File: src/rtl/intersection_ctrl.sv
// intersection_ctrl: two-phase main/side street scheduler.
// Sequences green -> yellow -> all-red clearance for each street in turn,
// with per-state dwell timing from one shared timer. Main street holds
// green for at least GREEN_MIN cycles and yields only on side-street
// demand (car sensor or latched pedestrian request). The WALK lamp is lit
// during side green when a pedestrian request was captured for that phase.
module intersection_ctrl #(
  parameter int GREEN_MIN = 8,
  parameter int SIDE_T    = 6,
  parameter int YELLOW_T  = 3,
  parameter int ALLRED_T  = 2,
  parameter int TW        = 8
) (
  input  logic clk,
  input  logic rst,
  input  logic CAR_SIDE,
  input  logic PED_REQ,
  output logic MAIN_GRN,
  output logic MAIN_YLW,
  output logic MAIN_RED,
  output logic SIDE_GRN,
  output logic SIDE_YLW,
  output logic SIDE_RED,
  output logic WALK
);

  // Encodings 6 and 7 are unused and recover to S_MAIN_GO.
  typedef enum logic [2:0] {
    S_MAIN_GO     = 3'd0,
    S_MAIN_YLW    = 3'd1,
    S_CLR_TO_SIDE = 3'd2,
    S_SIDE_GO     = 3'd3,
    S_SIDE_YLW    = 3'd4,
    S_CLR_TO_MAIN = 3'd5
  } state_e;

  // Last timer value of each dwell; a state is left when the timer reaches it.
  localparam logic [TW-1:0] GREEN_LAST  = TW'(GREEN_MIN - 1);
  localparam logic [TW-1:0] SIDE_LAST   = TW'(SIDE_T - 1);
  localparam logic [TW-1:0] YELLOW_LAST = TW'(YELLOW_T - 1);
  localparam logic [TW-1:0] ALLRED_LAST = TW'(ALLRED_T - 1);

  state_e          state_q, state_d;
  logic [TW-1:0]   timer_q, timer_d;
  logic            ped_pend_q, ped_pend_d;
  logic            walk_flag_q, walk_flag_d;
  logic            demand;

  // Anything that should make main street give up green this cycle.
  assign demand = CAR_SIDE | ped_pend_q | PED_REQ;

  // Next-state, timer and pedestrian-latch logic.
  always_comb begin
    state_d     = state_q;
    timer_d     = timer_q + TW'(1);
    ped_pend_d  = ped_pend_q | PED_REQ;
    walk_flag_d = walk_flag_q;

    case (state_q)
      S_MAIN_GO: begin
        if (timer_q == GREEN_LAST) begin
          // Saturate so a late demand is served on the very next edge.
          timer_d = timer_q;
          if (demand) begin
            state_d = S_MAIN_YLW;
          end
        end
      end
      S_MAIN_YLW: begin
        if (timer_q == YELLOW_LAST) begin
          state_d = S_CLR_TO_SIDE;
        end
      end
      S_CLR_TO_SIDE: begin
        if (timer_q == ALLRED_LAST) begin
          state_d = S_SIDE_GO;
          // A request arriving on this very edge is served now, not re-latched.
          walk_flag_d = ped_pend_q | PED_REQ;
          ped_pend_d  = 1'b0;
        end
      end
      S_SIDE_GO: begin
        // Side green is fixed-length; the car sensor cannot extend it.
        if (timer_q == SIDE_LAST) begin
          state_d = S_SIDE_YLW;
        end
      end
      S_SIDE_YLW: begin
        if (timer_q == YELLOW_LAST) begin
          state_d = S_CLR_TO_MAIN;
        end
      end
      S_CLR_TO_MAIN: begin
        if (timer_q == ALLRED_LAST) begin
          state_d = S_MAIN_GO;
        end
      end
      default: begin
        state_d = S_MAIN_GO;
      end
    endcase

    // Every state change restarts the dwell timer.
    if (state_d != state_q) begin
      timer_d = '0;
    end
  end

  // State, timer and pedestrian registers with synchronous reset.
  always_ff @(posedge clk) begin
    if (rst) begin
      state_q     <= S_MAIN_GO;
      timer_q     <= '0;
      ped_pend_q  <= 1'b0;
      walk_flag_q <= 1'b0;
    end else begin
      state_q     <= state_d;
      timer_q     <= timer_d;
      ped_pend_q  <= ped_pend_d;
      walk_flag_q <= walk_flag_d;
    end
  end

  // Lamp decode straight from the state register, one lamp per street.
  always_comb begin
    MAIN_GRN = 1'b0;
    MAIN_YLW = 1'b0;
    MAIN_RED = 1'b0;
    SIDE_GRN = 1'b0;
    SIDE_YLW = 1'b0;
    SIDE_RED = 1'b0;
    WALK     = 1'b0;
    case (state_q)
      S_MAIN_GO: begin
        MAIN_GRN = 1'b1;
        SIDE_RED = 1'b1;
      end
      S_MAIN_YLW: begin
        MAIN_YLW = 1'b1;
        SIDE_RED = 1'b1;
      end
      S_SIDE_GO: begin
        MAIN_RED = 1'b1;
        SIDE_GRN = 1'b1;
        WALK     = walk_flag_q;
      end
      S_SIDE_YLW: begin
        MAIN_RED = 1'b1;
        SIDE_YLW = 1'b1;
      end
      default: begin
        // Both clearance states and any unused encoding: all red.
        MAIN_RED = 1'b1;
        SIDE_RED = 1'b1;
      end
    endcase
  end

endmodule

File: config.mk
export PLATFORM = sky130hd
export DESIGN_NAME = intersection_ctrl
export DESIGN_NICKNAME = d
export VERILOG_FILES = /design/src/rtl/intersection_ctrl.sv
export SDC_FILE = /design/constraint.sdc
export NUM_CORES = 1
export LEC_CHECK = 0
export ABC_CLOCK_PERIOD_IN_PS = 1700
export CAP_MARGIN = 40
export CORE_AREA = 2 2 44 46
export DETAILED_ROUTE_END_ITERATION = 12
export DIE_AREA = 0 0 46 48
export GPL_TIMING_DRIVEN = 0
export PLACE_DENSITY = 0.69
export SLEW_MARGIN = 20
export SYNTH_ARGS = -nofsm -noshare
export SYNTH_HDL_FRONTEND = slang
export SYNTH_SLANG_ARGS = --single-unit
File: constraint.sdc
create_clock -name clk -period 1.7 [get_ports clk]
set_input_delay 0.255 -clock clk [delete_from_list [all_inputs] [get_ports clk]]
set_output_delay 0.255 -clock clk [all_outputs]
set_load 0.01 [all_outputs]
==> impl_metrics.env, run 1 <==
export IMPL_status="finished clean"
export IMPL_dr_max_layer_used="met4"
export IMPL_synth_cells=92
export IMPL_num_antenna_cells=0
export IMPL_clock_skew_ns=0.00442
export IMPL_io_pins=11
export IMPL_drv_cap=0
export IMPL_ctsRootBufferMaster="clkbuf_4"
export IMPL_routedWlPerCell_um=14.6
export IMPL_max_freq_ghz=0.595
export IMPL_synth_top_family_by_area="simple AND/OR/NAND/NOR gates"
export IMPL_die_width_um=46
export IMPL_area_growth_pct=40.3
export IMPL_ys_dominant_reg_cell="dfxtp_1"
export IMPL_synth_edf_count=0
export IMPL_hold_class="flip-flop to flip-flop"
export IMPL_grt_pass1_vias=638
export IMPL_path_clk_slew_ns=0.08
export IMPL_yosys_area_share_simple_pct=36.4
export IMPL_power_density_mw_per_mm2=585
export IMPL_grt_antenna_before_repair=0
export IMPL_dpl_hpwl_mm=1.18
export IMPL_cp_required_ns=1.91
export IMPL_row_count=15
export IMPL_setup_violations_final=0
export IMPL_synth_seq_area_share_pct=34.9
export IMPL_ant_nets=0
export IMPL_tightestPinTransition_ns=0.349
export IMPL_clock_latency_ns=0.28
export IMPL_drv_slew=0
export IMPL_syn_area_per_cell_um2=8.11
export IMPL_portBuffers=10
export IMPL_cts_buffer_depth=2
export IMPL_post_route_util_pct=61.9
export IMPL_synthXorXnorAreaFrac_pct=5.87
export IMPL_power_total_uw=612
export IMPL_dp_slack_ns=-0.187
export IMPL_vias_per_cell=5.83
export IMPL_drtIter0Drc=29
export IMPL_crit_type="flip-flop to flip-flop"
export IMPL_drc=0
export IMPL_hold_viol=0
export IMPL_finalWeightedCongestion=0.808
export IMPL_h_tree_depth=1
export IMPL_numCtsBuffers=3
export IMPL_crit_path_end_kind="flip-flop"
export IMPL_synth_mux_area_share_pct=1.34
export IMPL_synth_net_count=99
export IMPL_crit_fanout=5
export IMPL_setup_tns_final_ns=0
export IMPL_fin_crit_ns=1.68
export IMPL_route_met2_wl_um=902
export IMPL_design_die_area_mm2=0.00221
export IMPL_grt_pass1_wl_mm=2.70
export IMPL_rsz0062_at_grt="yes"
export IMPL_holdWs_ns=0.506
export IMPL_met3WireLength_um=53
export IMPL_place_area_um2=867
export IMPL_p_leak_nw=0.425
export IMPL_grt_usage_pct=17.5
export IMPL_cts_tree="done"
export IMPL_worstPathArrival_ns=1.89
export IMPL_async_flop_share_pct=0
export IMPL_slew_headroom_pct=76.5
export IMPL_vias=740
export IMPL_grt_overflow=0
export IMPL_nFillCells=133
export IMPL_peakVddDrop_v=0.000515
export IMPL_synth_compound_area_share_pct=13.8
export IMPL_drive_above_1_share_pct=31.8
export IMPL_yosysWarnings=0
export IMPL_finalCritPeriodShare_pct=98.9
export IMPL_synth_area_um2=746
export IMPL_setup_slack_ns=0.0191
export IMPL_dr_pass1_iters=4
export IMPL_fin_cells=127
export IMPL_grt_max_degree=11
export IMPL_cts_sinks=13
export IMPL_ys_types=33
export IMPL_core_area_mm2=0.00169
export IMPL_final_nets=118
export IMPL_design_area_mm2=0.00105
export IMPL_start_util_pct=44.1
export IMPL_startpoint_type="flip-flop"
export IMPL_drt_met1_wl_um=820
export IMPL_dieHeight_um=48
export IMPL_placedCellCount=119
export IMPL_wl_mm=1.85
export IMPL_synth_fa_ha_area_share_pct=5.03
export IMPL_synth_seq_cells=13
-- cell type report --
cell class,count,area (um2),area share (%)
clock buffers,4,26.3,2.51
multi-input cells,74,563,53.8
flip-flops and latches,13,278,26.6
plain buffers,1,5.00,0.478
well taps,17,21.3,2.03
repair buffers,14,138,13.2
inverters,4,15.0,1.44
-- cell usage in the layout (no fill, tap or decap), types with 3 or more instances in the layout --
master           count
buf_4                3
clkbuf_4             3
clkdlybuf4s50_1      3
dfxtp_1              5
dfxtp_2              5
dfxtp_4              3
dlygate4sd2_1        6
nand2_1              5
nand3_1              3
nand4_1              7
nor2_1              13
nor3_1               3
xor2_1               3
-- flip-flops by register name, indices dropped and copies added, names as in the netlist --
register	cells
ped_pend_q	1
timer_q	8
walk_flag_q	1
state_q	3
-- synth_stat cells (2+ instances only) --
cell     count  area share [%]
nor2_1      14             7.0
dfxtp_1     13              35
nand4_1      7             5.9
nand2_1      5             2.5
nor4_1       5             4.2
inv_1        4             2.0
nor3_1       4             2.7
and2_1       3             2.5
ha_1         3             5.0
nand3_1      3             2.0
nor2b_1      3             2.5
xor2_1       3             3.5
a21oi_1      2             1.3
and3_1       2             1.7
o21ai_0      2             1.3
xnor2_1      2             2.3
-- path summary, 6_finish.rpt --
path | start | to | slack, ns | depth (start not counted)
min | walk_flag_q$_SDFFE_PP0P_ | walk_flag_q$_SDFFE_PP0P_ | 0.51 | 2
min reg2reg | walk_flag_q$_SDFFE_PP0P_ | walk_flag_q$_SDFFE_PP0P_ | 0.51 | 2
max | timer_q[0]$_SDFFE_PP0P_ | timer_q[3]$_SDFFE_PP0P_ | 0.02 | 8
max reg2reg | timer_q[0]$_SDFFE_PP0P_ | timer_q[3]$_SDFFE_PP0P_ | 0.02 | 8
-- power breakdown --
part	switching [mW]	internal, mW	leakage, nW
registers	0.0124	0.312	0.110
clock network	0.103	0.0912	0.0150
logic	0.0488	0.0447	0.300
total	0.164	0.448	0.425
-- cells by family after synthesis --
family	count (synthesis)
and+or+nand+nor	51
xor gates and xnor gates	5
DFF	13
muxes	1
AOI/OAI and AO/OA	14
adders and majority gates	3
buffers and inverters	5
-- per-layer routing --
metal | GRT usage (%) | vias up
met2 | 29.7 | 21
met5 | 0 | -
met3 | 2.26 | 6
met1 | 20.4 | 339
met4 | 12.0 | 0
li1 | - | 374
-- worst max-delay path: stages, from the launching register on --
cell	delay (ns)
dfxtp_4	0.39
inv_2	0.05
ha_2	0.17
nor3b_1	0.14
a31oi_1	0.18
nor4_1	0.07
a211o_2	0.35
buf_12	0.15
a21oi_1	0.10
-- what timing repair did --
item,in CTS,in global routing
setup endpoints to repair,10,12
resized for setup,29,15
hold buffers,0,0
pin swaps,3,4
setup buffers,3,1
(Power assumes the default switching activity.)
==> run 2: changes to the inputs <==
CTS_CLUSTER_DIAMETER = 120   (was unset)
==> results of run 2 <==
No change in the layout: final DEF, timing and power equal those of run 1.
